--- config.mk ---
export PLATFORM = sky130hd
export DESIGN_NAME = tribus_arbiter
export DESIGN_NICKNAME = d
export VERILOG_FILES = /design/src/rtl/tribus_pkg.sv /design/src/rtl/rr_pick.sv /design/src/rtl/tribus_arbiter.sv
export SDC_FILE = /design/constraint.sdc
export NUM_CORES = 1
export LEC_CHECK = 0
export ABC_CLOCK_PERIOD_IN_PS = 2470
export CORE_ASPECT_RATIO = 0.8
export CORE_MARGIN = 5
export CORE_UTILIZATION = 52
export DETAILED_ROUTE_END_ITERATION = 12
export GPL_ROUTABILITY_DRIVEN = 0
export HOLD_SLACK_MARGIN = 0.15
export PLACE_DENSITY = 0.78
export SYNTH_ARGS = -nofsm -noshare
export SYNTH_HDL_FRONTEND = slang
export SYNTH_SLANG_ARGS = --single-unit
--- constraint.sdc ---
create_clock -name clk -period 2.47 [get_ports clk]
set_clock_uncertainty 0.05 [all_clocks]
set_input_delay 0.494 -clock clk [delete_from_list [all_inputs] [get_ports clk]]
set_output_delay 0.494 -clock clk [all_outputs]
set_load 0.01 [all_outputs]
--- src/rtl/tribus_pkg.sv ---
// Shared types for the tri-state bus arbiter: FSM state encoding and counter widths.
// No timing of its own; pure declarations.
package tribus_pkg;
    localparam int HOLD_W = 8;
    localparam int TURN_W = 3;

    typedef enum logic [1:0] {
        IDLE  = 2'd0,
        DRIVE = 2'd1,
        TURN  = 2'd2
    } state_t;
endpackage

--- src/rtl/rr_pick.sv ---
// Combinational round-robin picker: first set request at or above i_ptr, wrapping.
// Zero latency; no backpressure, o_any simply reports whether anyone asked.
module rr_pick #(
    parameter int N_REQ = 4,
    parameter int IDX_W = $clog2(N_REQ)
) (
    input  logic [N_REQ-1:0] i_req,
    input  logic [IDX_W-1:0] i_ptr,
    output logic [N_REQ-1:0] o_win,
    output logic [IDX_W-1:0] o_idx,
    output logic             o_any
);

    logic [2*N_REQ-1:0] w_dbl;
    logic               w_found;

    // Lower copy masked below the pointer, upper copy unmasked, so a single
    // low-to-high priority scan yields the wrapped round-robin winner.
    always_comb begin
        w_dbl = '0;
        for (int j = 0; j < N_REQ; j++) begin
            w_dbl[j]         = i_req[j] && (IDX_W'(j) >= i_ptr);
            w_dbl[N_REQ + j] = i_req[j];
        end
    end

    always_comb begin
        w_found = 1'b0;
        o_idx   = '0;
        for (int k = 0; k < 2*N_REQ; k++) begin
            if (w_dbl[k] && !w_found) begin
                w_found = 1'b1;
                o_idx   = IDX_W'(k % N_REQ);
            end
        end
    end

    always_comb begin
        o_win = '0;
        for (int j = 0; j < N_REQ; j++) begin
            o_win[j] = w_found && (o_idx == IDX_W'(j));
        end
    end

    assign o_any = |i_req;

endmodule

--- src/rtl/tribus_arbiter.sv ---
// Round-robin owner sequencer for a shared tri-state net, with hold limit and driver-free turnaround.
// Grant one cycle after request in IDLE; requests are ignored while DRIVE/TURN occupy the bus.
module tribus_arbiter
    import tribus_pkg::*;
#(
    parameter int N_REQ    = 4,
    parameter int MAX_HOLD = 16,
    parameter int TURN_CYC = 1
) (
    input  logic                     clk,
    input  logic                     rst,
    input  logic [N_REQ-1:0]         req,
    input  logic [N_REQ-1:0]         done,
    output logic [N_REQ-1:0]         gnt,
    output logic [N_REQ-1:0]         oe,
    output logic [$clog2(N_REQ)-1:0] owner,
    output logic                     bus_busy,
    output logic                     timeout
);

    localparam int IDX_W = $clog2(N_REQ);

    state_t             r_state;
    logic [N_REQ-1:0]   r_gnt;
    logic [IDX_W-1:0]   r_owner;
    logic [IDX_W-1:0]   r_ptr;
    logic [HOLD_W-1:0]  r_hold;
    logic [TURN_W-1:0]  r_turn;
    logic               r_busy;
    logic               r_timeout;

    state_t             w_state_nxt;
    logic [N_REQ-1:0]   w_gnt_nxt;
    logic [IDX_W-1:0]   w_owner_nxt;
    logic [IDX_W-1:0]   w_ptr_nxt;
    logic [HOLD_W-1:0]  w_hold_nxt;
    logic [TURN_W-1:0]  w_turn_nxt;
    logic               w_busy_nxt;
    logic               w_timeout_nxt;

    logic [N_REQ-1:0]   w_win;
    logic [IDX_W-1:0]   w_idx;
    logic               w_any;
    logic               w_rel_norm;
    logic               w_limit;

    rr_pick #(
        .N_REQ (N_REQ),
        .IDX_W (IDX_W)
    ) u_pick (
        .i_req (req),
        .i_ptr (r_ptr),
        .o_win (w_win),
        .o_idx (w_idx),
        .o_any (w_any)
    );

    assign w_rel_norm = done[r_owner] || !req[r_owner];
    assign w_limit    = (r_hold == HOLD_W'(MAX_HOLD - 1));

    always_comb begin
        w_state_nxt   = r_state;
        w_gnt_nxt     = r_gnt;
        w_owner_nxt   = r_owner;
        w_ptr_nxt     = r_ptr;
        w_hold_nxt    = r_hold;
        w_turn_nxt    = r_turn;
        w_busy_nxt    = r_busy;
        w_timeout_nxt = 1'b0;
        case (r_state)
            IDLE: begin
                if (w_any) begin
                    w_state_nxt = DRIVE;
                    w_gnt_nxt   = w_win;
                    w_owner_nxt = w_idx;
                    w_hold_nxt  = '0;
                    w_busy_nxt  = 1'b1;
                end
            end
            DRIVE: begin
                if (w_rel_norm || w_limit) begin
                    w_state_nxt   = TURN;
                    w_gnt_nxt     = '0;
                    w_ptr_nxt     = (r_owner == IDX_W'(N_REQ - 1)) ? '0 : r_owner + IDX_W'(1);
                    w_turn_nxt    = '0;
                    // A voluntary release wins over a coincident limit hit.
                    w_timeout_nxt = w_limit && !w_rel_norm;
                end else begin
                    w_hold_nxt = r_hold + HOLD_W'(1);
                end
            end
            TURN: begin
                if (r_turn == TURN_W'(TURN_CYC - 1)) begin
                    w_state_nxt = IDLE;
                    w_busy_nxt  = 1'b0;
                    w_turn_nxt  = '0;
                end else begin
                    w_turn_nxt = r_turn + TURN_W'(1);
                end
            end
            default: begin
                w_state_nxt = IDLE;
                w_gnt_nxt   = '0;
                w_busy_nxt  = 1'b0;
            end
        endcase
    end

    always_ff @(posedge clk) begin
        if (rst) begin
            r_state   <= IDLE;
            r_gnt     <= '0;
            r_owner   <= '0;
            r_ptr     <= '0;
            r_hold    <= '0;
            r_turn    <= '0;
            r_busy    <= 1'b0;
            r_timeout <= 1'b0;
        end else begin
            r_state   <= w_state_nxt;
            r_gnt     <= w_gnt_nxt;
            r_owner   <= w_owner_nxt;
            r_ptr     <= w_ptr_nxt;
            r_hold    <= w_hold_nxt;
            r_turn    <= w_turn_nxt;
            r_busy    <= w_busy_nxt;
            r_timeout <= w_timeout_nxt;
        end
    end

    assign gnt      = r_gnt;
    assign oe       = r_gnt;
    assign owner    = r_owner;
    assign bus_busy = r_busy;
    assign timeout  = r_timeout;

endmodule

---- Word-level counts from Yosys, hierarchy flattened ----
Cells that the tools add are included.
word-level totals
  word-level logic and storage cells ...... 107
  output and inout port bits .............. 12
  bits of input ports ..................... 10
  register bits after elaboration ......... 23
operators by class
  multiplexer cells ....................... 36
  equality and inequality tests ........... 11
  reduce and logical (&&, ||, !) cells .... 41
  $add $sub $neg .......................... 3
  magnitude comparators ................... 5
  bitwise gates (word level) .............. 3
operators with widths
  kind                                                                   count
  2-bit two-way mux                                                      10
  1-bit logical AND                                                      16
  8-bit two-way mux                                                      2
  8-bit case mux with 2 select lines                                     1
  1-bit two-way mux                                                      13
  4-bit case mux with 3 select lines                                     1
  3-bit AND reduction                                                    4
  1-bit zero test                                                        9
  8-bit by 1-bit adder with 8-bit output, second input constant          1
  2-bit equality test, second input constant                             4
  8-bit by 4-bit equality test with 1-bit output, second input constant  1
  4-bit two-way mux                                                      2
  3-bit two-way mux                                                      2
  2-bit inequality test, second input constant                           3
  2-bit case mux with 3 select lines                                     1
  3-bit case mux with 2 select lines                                     1
  2-bit AND reduction                                                    3
  1-bit binary-select mux with 2-bit select                              2
  2-bit by 1-bit equality test with 1-bit output, second input constant  2
  1-bit by 2-bit >= comparator with 1-bit output, first input constant   2
  2-bit >= comparator, first input constant                              2
  2-bit zero test                                                        2
  2-bit nonzero test                                                     2
  4-bit OR reduction                                                     1
  other kinds (9)                                                        12

---- Depth between registers and ports, before layout ----
Gate-level depths: netlist (run 1).
  word-level depth ........................ 28
  mapped depth ............................ 6
  gate-level depth less buffers ........... 6

---- Modules after synthesis ----
A second synthesis (run 1) with hierarchy kept.
second synthesis, totals
  cell total of the unflattened synthesis .. 182
  area total of the unflattened synthesis .. 1514.0 um^2
by module, submodules not included
  module          instances  cells each  area an instance (um^2)  seq. area each (um^2)
  tribus_arbiter  1          151         1326.3                   460.4
  rr_pick         1          31          187.7                    0.0

---- Worst setup path after synthesis (run 1) ----
No wires, ideal clock.
  path type ............................... input to register
  start point ............................. input port req[3]
  end point ............................... register r_ptr[0]
  cell stages on the path ................. 4
  setup slack ............................. 0.564 ns
  arrival time ............................ 1.735 ns
  cell sequence ........................... nor2b_1 > mux4_2 > a21oi_1 > mux2_2
between the ends
  cells in the longest elaborated chain, start to end .. 6
ends and longest elaborated chain
  element                                    line                   source
  start, declared                            tribus_arbiter.sv:12   input logic [N_REQ-1:0] req,
  1-bit binary-select mux with 2-bit select  tribus_arbiter.sv:58   assign w_rel_norm = done[r_owner] || !req[r_owner];
  1-bit two-way mux (not written as such)    tribus_arbiter.sv:58
  1-bit zero test                            tribus_arbiter.sv:58
  1-bit logical OR                           tribus_arbiter.sv:58
  1-bit logical OR                           tribus_arbiter.sv:81   if (w_rel_norm || w_limit) begin
  2-bit AND reduction (no line)              -
  end signal, assigned                       tribus_arbiter.sv:123  r_ptr <= w_ptr_nxt;
  end, declared                              tribus_arbiter.sv:26   logic [IDX_W-1:0] r_ptr;
Every way passes these cells. The select of a mux whose other input is x is not followed.
A chain may end at the register's enable or synchronous reset.

---- Worst setup path in the final report (run 1) ----
  start point ............................. input port req[3]
  end point ............................... register r_hold[6]
between the ends
  cells in the longest elaborated chain, start to end .. 7
ends and longest elaborated chain
  element                                    line                   source
  1-bit binary-select mux with 2-bit select  tribus_arbiter.sv:58
  1-bit two-way mux (not written as such)    tribus_arbiter.sv:58
  1-bit zero test                            tribus_arbiter.sv:58
  1-bit logical OR                           tribus_arbiter.sv:58
  1-bit logical OR                           tribus_arbiter.sv:81
  2-bit inequality test (no line)            -
  3-bit AND reduction (no line) *            -
  end signal, assigned                       tribus_arbiter.sv:124  r_hold <= w_hold_nxt;
  end, declared                              tribus_arbiter.sv:27   logic [HOLD_W-1:0] r_hold;
Mark *: on every way between the ends. The rest lies on a longest branch, timed or not. The select of a mux whose other input is x is not followed.

==> results of run 1 <==
cells in the final DEF (no fill, tap or decap), types with 6 or more instances in the layout:
cell	n
nand3_1	6
clkdlybuf4s50_1	21
nand2_1	9
nand2b_1	6
a21oi_1	21
inv_1	9
nor2b_1	9
dfxtp_1	23
buf_4	9
routing by layer:
| metal | part of all wire [%] | track usage, % |
|---|---|---|
| met2 | 48 | 33.6 |
| met5 | 0 | 0 |
| met1 | 47 | 22.8 |
| met3 | 4.7 | 5.54 |
| met4 | 0.44 | 3.79 |
cell families after synthesis:
| kind of cell | Yosys count | synth area share, % |
|---|---|---|
| simple gates | 60 | 26.4 |
| compound gates | 46 | 22.4 |
| mux | 5 | 5.89 |
| buf+inv | 16 | 5.89 |
| flops | 23 | 35.6 |
| fa+ha+maj | 4 | 3.86 |
power breakdown:
| group | internal (mW) | switching, mW |
|---|---|---|
| Combinational | 0.101 | 0.101 |
| Sequential | 0.389 | 0.0217 |
| Clock | 0.0606 | 0.116 |
flip-flops by register name, indices dropped and copies added, names as in the netlist:
signal    cells
bus_busy      1
gnt           4
owner         2
r_hold        8
r_ptr         2
r_state       2
r_turn        3
timeout       1
per-stage QoR:
| stage | utilization, % | area [um^2] | cells |
|---|---|---|---|
| finish | 66.2 | 1600 | 217 |
| global route | 66.2 | 1600 | 217 |
| CTS | 66.2 | 1600 | 217 |
| detailed placement | 65.0 | 1580 | 213 |
| global placement | 65.0 | 1580 | 213 |
| floorplan | - | 1290 | 154 |
final cells by class:
class                      instances  area, um^2  area share, %
tap                               36        45.0           2.81
inverter                           9        33.8           2.11
sequential                        23         460           28.7
multi-input combinational        115         758           47.3
timing repair buffer              30         278           17.3
clock inverter                     1        5.00          0.312
clock buffer                       3        22.5           1.41
worst min path at each step:
stage / start / to / slack (ps) / depth (start not counted)
global placement: r_hold[7]$_SDFFE_PP0P_ / r_hold[7]$_SDFFE_PP0P_ / 430 / 2
global route: r_hold[7]$_SDFFE_PP0P_ / r_hold[7]$_SDFFE_PP0P_ / 480 / 2
floorplan: r_hold[7]$_SDFFE_PP0P_ / r_hold[7]$_SDFFE_PP0P_ / 410 / 2
detailed placement: bus_busy$_SDFFE_PP0P_ / bus_busy$_SDFFE_PP0P_ / 440 / 2
finish: gnt[2]$_SDFFE_PP0P_ / gnt[2]$_SDFFE_PP0P_ / 460 / 2
CTS: gnt[2]$_SDFFE_PP0P_ / gnt[2]$_SDFFE_PP0P_ / 460 / 2
worst max-delay path: stages:
cell	delay (ps)
clkdlybuf4s50_1	520
nand2b_1	70
mux4_2	560
buf_4	200
or3_1	350
a21oi_1	160
==> results_dict.tcl, run 1 <==
set metrics [dict create \
    synth_cells 154 \
    avgSynthCellArea_um2 8.41 \
    crit_path_end_kind "flop" \
    p_leak_nw 0.554 \
    place_ws_ps -0.349 \
    vias_per_cell 5.72 \
    synth_area_leaders "dfxtp_1 (36%), a21oi_1 (8.1%), nor2b_1 (4.3%), ha_1 (3.9%), mux4_2 (3.5%)" \
    cts_resized 0 \
    ys_seq_area_share_pct 35.6 \
    grt_overflow_total 0 \
    grt_first_pass_wirelength_um 5280 \
    ys_async_sr_fraction_pct 0 \
    drtPass1Iterations 4 \
    synth_area_mm2 0.00129 \
    drive_gt1_share_pct 8.84 \
    synth-edff-count 0 \
    startpoint "req[3]" \
    ctsRootBufferMaster "clkbuf_4" \
    clock_path_buffers 2 \
    wl_per_cell_um 13.7 \
    cts_buffers 3 \
    diodes 0 \
    maxCapViolations 0 \
    final_nets 196 \
    via_count 1242 \
    initial_core_util_pct 53.5 \
    yosys.area.top_type_share_pct 35.6 \
    grt_usage_pct 18.9 \
    die-width_um 65.8 \
    power_uw 789 \
    ys_seq_elements 23 \
    cts_sinks 23 \
    drc 0 \
    portBuffers 21 \
    path_clk_slew_ps 130 \
    first_global_vias 1236 \
    drt_iter0_markers 49 \
    ant_nets 0 \
    ff2ff_setup_slack_ps 540 \
    synth_nets 168 \
    ys_top_cells_by_count "dfxtp_1 (23), a21oi_1 (21), inv_1 (9), nand2_1 (9), nor2b_1 (9)" \
    fmaxAchievable_mhz 467 \
    maxSlewHeadroom_pct 67.2 \
    cellPowerDensity_mw_per_mm2 492 \
    synth_cell_types 36 \
    synthFlopType "dfxtp_1" \
    worst_slack_ps 327 \
    critPathKind "input port to flop" \
    dp_hpwl_um 2310 \
    ff2ff_path_depth 4 \
    hold_class "flop to flop" \
    tightest_slew_ps 491 \
    detail_route.wirelength_um 2980 \
    cts_tree "done" \
    yosysMostFrequentCell "dfxtp_1" \
    postCtsHoldBufs 0 \
    arrival_ps 2340 \
    grt_max_degree 16 \
    outcome "finished clean" \
    die_h_um 54.6 \
    design.core.area_mm2 0.00242 \
    r2r_start "owner[1]$_SDFFE_PP0P_" \
    r2r_end "r_hold[6]$_SDFFE_PP0P_" \
    clk_latency_ps 310 \
    die_area_mm2 0.00359 \
    final-hold-violation-count 0 \
    required_ps 2670 \
    yosysTopAreaCell "dfxtp_1" \
    yosysWarnings 0 \
    setup_violations 0 \
    rows 16 \
    fillers 225 \
    crit_fanout 9 \
    post_cts_buffers 0 \
    hold_ws_ps 461 \
    setup_tns_ps 0 \
    crit_end "r_hold[6]$_SDFFE_PP0P_" \
    io_pins 22 \
    peakVddDrop_mv 0.319 \
    slew_viol_final 0 \
    antenna_found_initial 0 \
    startpoint_type "input port" \
    syn_to_final_growth_pct 23.8 \
    period_share_pct 86.8 \
    h-tree-depth 1 \
    rsz0062_at_grt "false" \
    min_period_ps 2140 \
]
No activity file was read; power rests on OpenSTA's default activity.
==> run 2: changes to the inputs <==
Settings changed: CORE_ASPECT_RATIO 0.8 to 1.1, CORE_UTILIZATION 52 to 39, CTS_BUF_LIST set to sky130_fd_sc_hd__clkbuf_4, PLACE_DENSITY 0.78 to not set.
==> run 2 against run 1 <==
- global-route usage is 3.5 points lower
- final cell count is 0.46% higher
- largest cell class unchanged
- utilization is 17 points lower
- critical endpoint unchanged
- highest routed layer unchanged
==> results_dict.tcl, run 2 (synthesis gave the netlist of run 1 again) <==
set metrics [dict create \
    via_count 1242 \
    clk_latency_ps 310 \
    crit_end "r_hold[6]$_SDFFE_PP0P_" \
    setup_tns_ps 0 \
    cts_tree "done" \
    drive_gt1_share_pct 9.34 \
    switching_share_pct 30.9 \
    peakVddDrop_mv 0.220 \
    rows 22 \
    startpoint "req[0]" \
    fillers 329 \
    maxSlewHeadroom_pct 64.4 \
    period_share_pct 86.7 \
    detail_route.wirelength_um 3270 \
    min_path_cells 2 \
    ctsRootBufferMaster "clkbuf_4" \
    critPathKind "input port to flop" \
    cp_top_family "buffers and inverters" \
    final_common_cell "dfxtp_1" \
    design.core.area_mm2 0.00328 \
    path_depth 6 \
    p_leak_nw 0.558 \
    ff2ff_path_depth 4 \
    setup_violations 0 \
    largest_reg_flops 8 \
    diodes 0 \
    portBuffers 21 \
    cts_resized 0 \
    r2r_start "owner[1]$_SDFFE_PP0P_" \
    final_cell_mix "dfxtp_1 (23), a21oi_1 (21), clkdlybuf4s50_1 (21), buf_4 (10)" \
    worst-path-buf-inv 2 \
    die_h_um 70.4 \
    outcome "finished clean" \
    grt_max_degree 14 \
    h-tree-depth 1 \
    maxCapViolations 0 \
    wl_per_cell_um 15.0 \
    cellPowerDensity_mw_per_mm2 499 \
    p_int_uw 555 \
    seqPwrFrac_pct 51.3 \
    rsz0062_at_grt "false" \
    startpoint_type "input port" \
    syn_to_final_growth_pct 24.3 \
    die_area_mm2 0.00457 \
    hold_class "flop to flop" \
    p_sw_uw 248 \
    vias_per_cell 5.70 \
    top_register "r_hold" \
    cts_buffers 3 \
    postCtsHoldBufs 0 \
    slew_viol_final 0 \
    min_period_ps 2140 \
    grt_first_pass_wirelength_um 5620 \
    tightest_slew_ps 533 \
    initial_core_util_pct 39.5 \
    crit_path_end_kind "flop" \
    ff2ff_setup_slack_ps 570 \
    final_nets 197 \
    drt_iter0_markers 54 \
    io_pins 22 \
    final-hold-violation-count 0 \
    clock_path_buffers 2 \
    slowest_stage "clkdlybuf4s50_1" \
    grt_overflow_total 0 \
    dp_hpwl_um 2530 \
    dp.cells 214 \
    antenna_found_initial 0 \
    ant_nets 0 \
    drtPass1Iterations 4 \
    crit_fanout 7 \
    first_global_vias 1282 \
    crit_chain "clkdlybuf4s50_1, nand2b_1, mux4_2, buf_4, or3_1, a21oi_1" \
    post_cts_buffers 0 \
    required_ps 2670 \
    path_clk_slew_ps 130 \
    hold_ws_ps 456 \
    cts_sinks 23 \
    drc 0 \
    grt_usage_pct 15.3 \
    fmaxAchievable_mhz 467 \
    max_stage_delay_ps 570 \
    r2r_end "r_hold[6]$_SDFFE_PP0P_" \
    arrival_ps 2350 \
    p_comb_share_pct 26.2 \
    die-width_um 64.9 \
    clkPwrFrac_pct 22.6 \
    layoutNonFillerInstCount 218 \
]
[run 2: cell types whose count changed in the layout (fill, tap and decap cells not counted), sizes merged]
cell  delta
buf      +1
[run 2: power groups by stage]
| stage | Clock [mW] | Sequential (mW) | Combinational (mW) |
|---|---|---|---|
| after floorplan | 0 | 0.418 | 0.113 |
| after global placement | 0 | 0.419 | 0.207 |
| after detailed placement | 0 | 0.419 | 0.210 |
| after CTS | 0.187 | 0.412 | 0.211 |
| after global routing | 0.204 | 0.416 | 0.230 |
| final | 0.181 | 0.412 | 0.210 |
[run 2: metal layers]
metal / track usage (%) / wire length, um
met2: 26.9 / 1690
met5: 0 / 0
met4: 5.40 / 41
met3: 2.57 / 76
met1: 18.5 / 1460
[run 2: worst min path at each step]
| stage | from | slack [ps] | to |
|---|---|---|---|
| 6_report | gnt[2]$_SDFFE_PP0P_ | 460 | gnt[2]$_SDFFE_PP0P_ |
| 5_1_grt | gnt[1]$_SDFFE_PP0P_ | 490 | gnt[1]$_SDFFE_PP0P_ |
| 4_1_cts | gnt[2]$_SDFFE_PP0P_ | 460 | gnt[2]$_SDFFE_PP0P_ |
| 3_5_place_dp | gnt[2]$_SDFFE_PP0P_ | 440 | gnt[2]$_SDFFE_PP0P_ |
| 3_3_place_gp | r_hold[7]$_SDFFE_PP0P_ | 430 | r_hold[7]$_SDFFE_PP0P_ |
| 2_1_floorplan | r_hold[7]$_SDFFE_PP0P_ | 410 | r_hold[7]$_SDFFE_PP0P_ |
[run 2: tightest hold or removal path: stages, from the launching register on]
cell,delay (ps)
dfxtp_1,340
inv_1,50
o32ai_1,80
[run 2: cell type report]
class / instances / area [um^2] / share of cell area (%)
inverter: 9 / 33.8 / 2.10
tap: 36 / 45.0 / 2.80
clock buffer: 3 / 22.5 / 1.40
multi-input combinational: 115 / 758 / 47.1
timing repair buffer: 31 / 285 / 17.7
sequential: 23 / 460 / 28.6
clock inverter: 1 / 5.00 / 0.311
[run 2: per-stage QoR]
stage / area, um^2 / total power [mW] / utilization (%) / setup slack, ps
5_1_grt: 1610 / 0.850 / 49.2 / 237
4_1_cts: 1610 / 0.810 / 49.2 / 340
3_5_place_dp: 1580 / 0.629 / 48.3 / -1.60
2_1_floorplan: 1290 / 0.531 / - / 564
6_report: 1610 / 0.803 / 49.2 / 328
3_3_place_gp: 1580 / 0.625 / 48.3 / 67.4
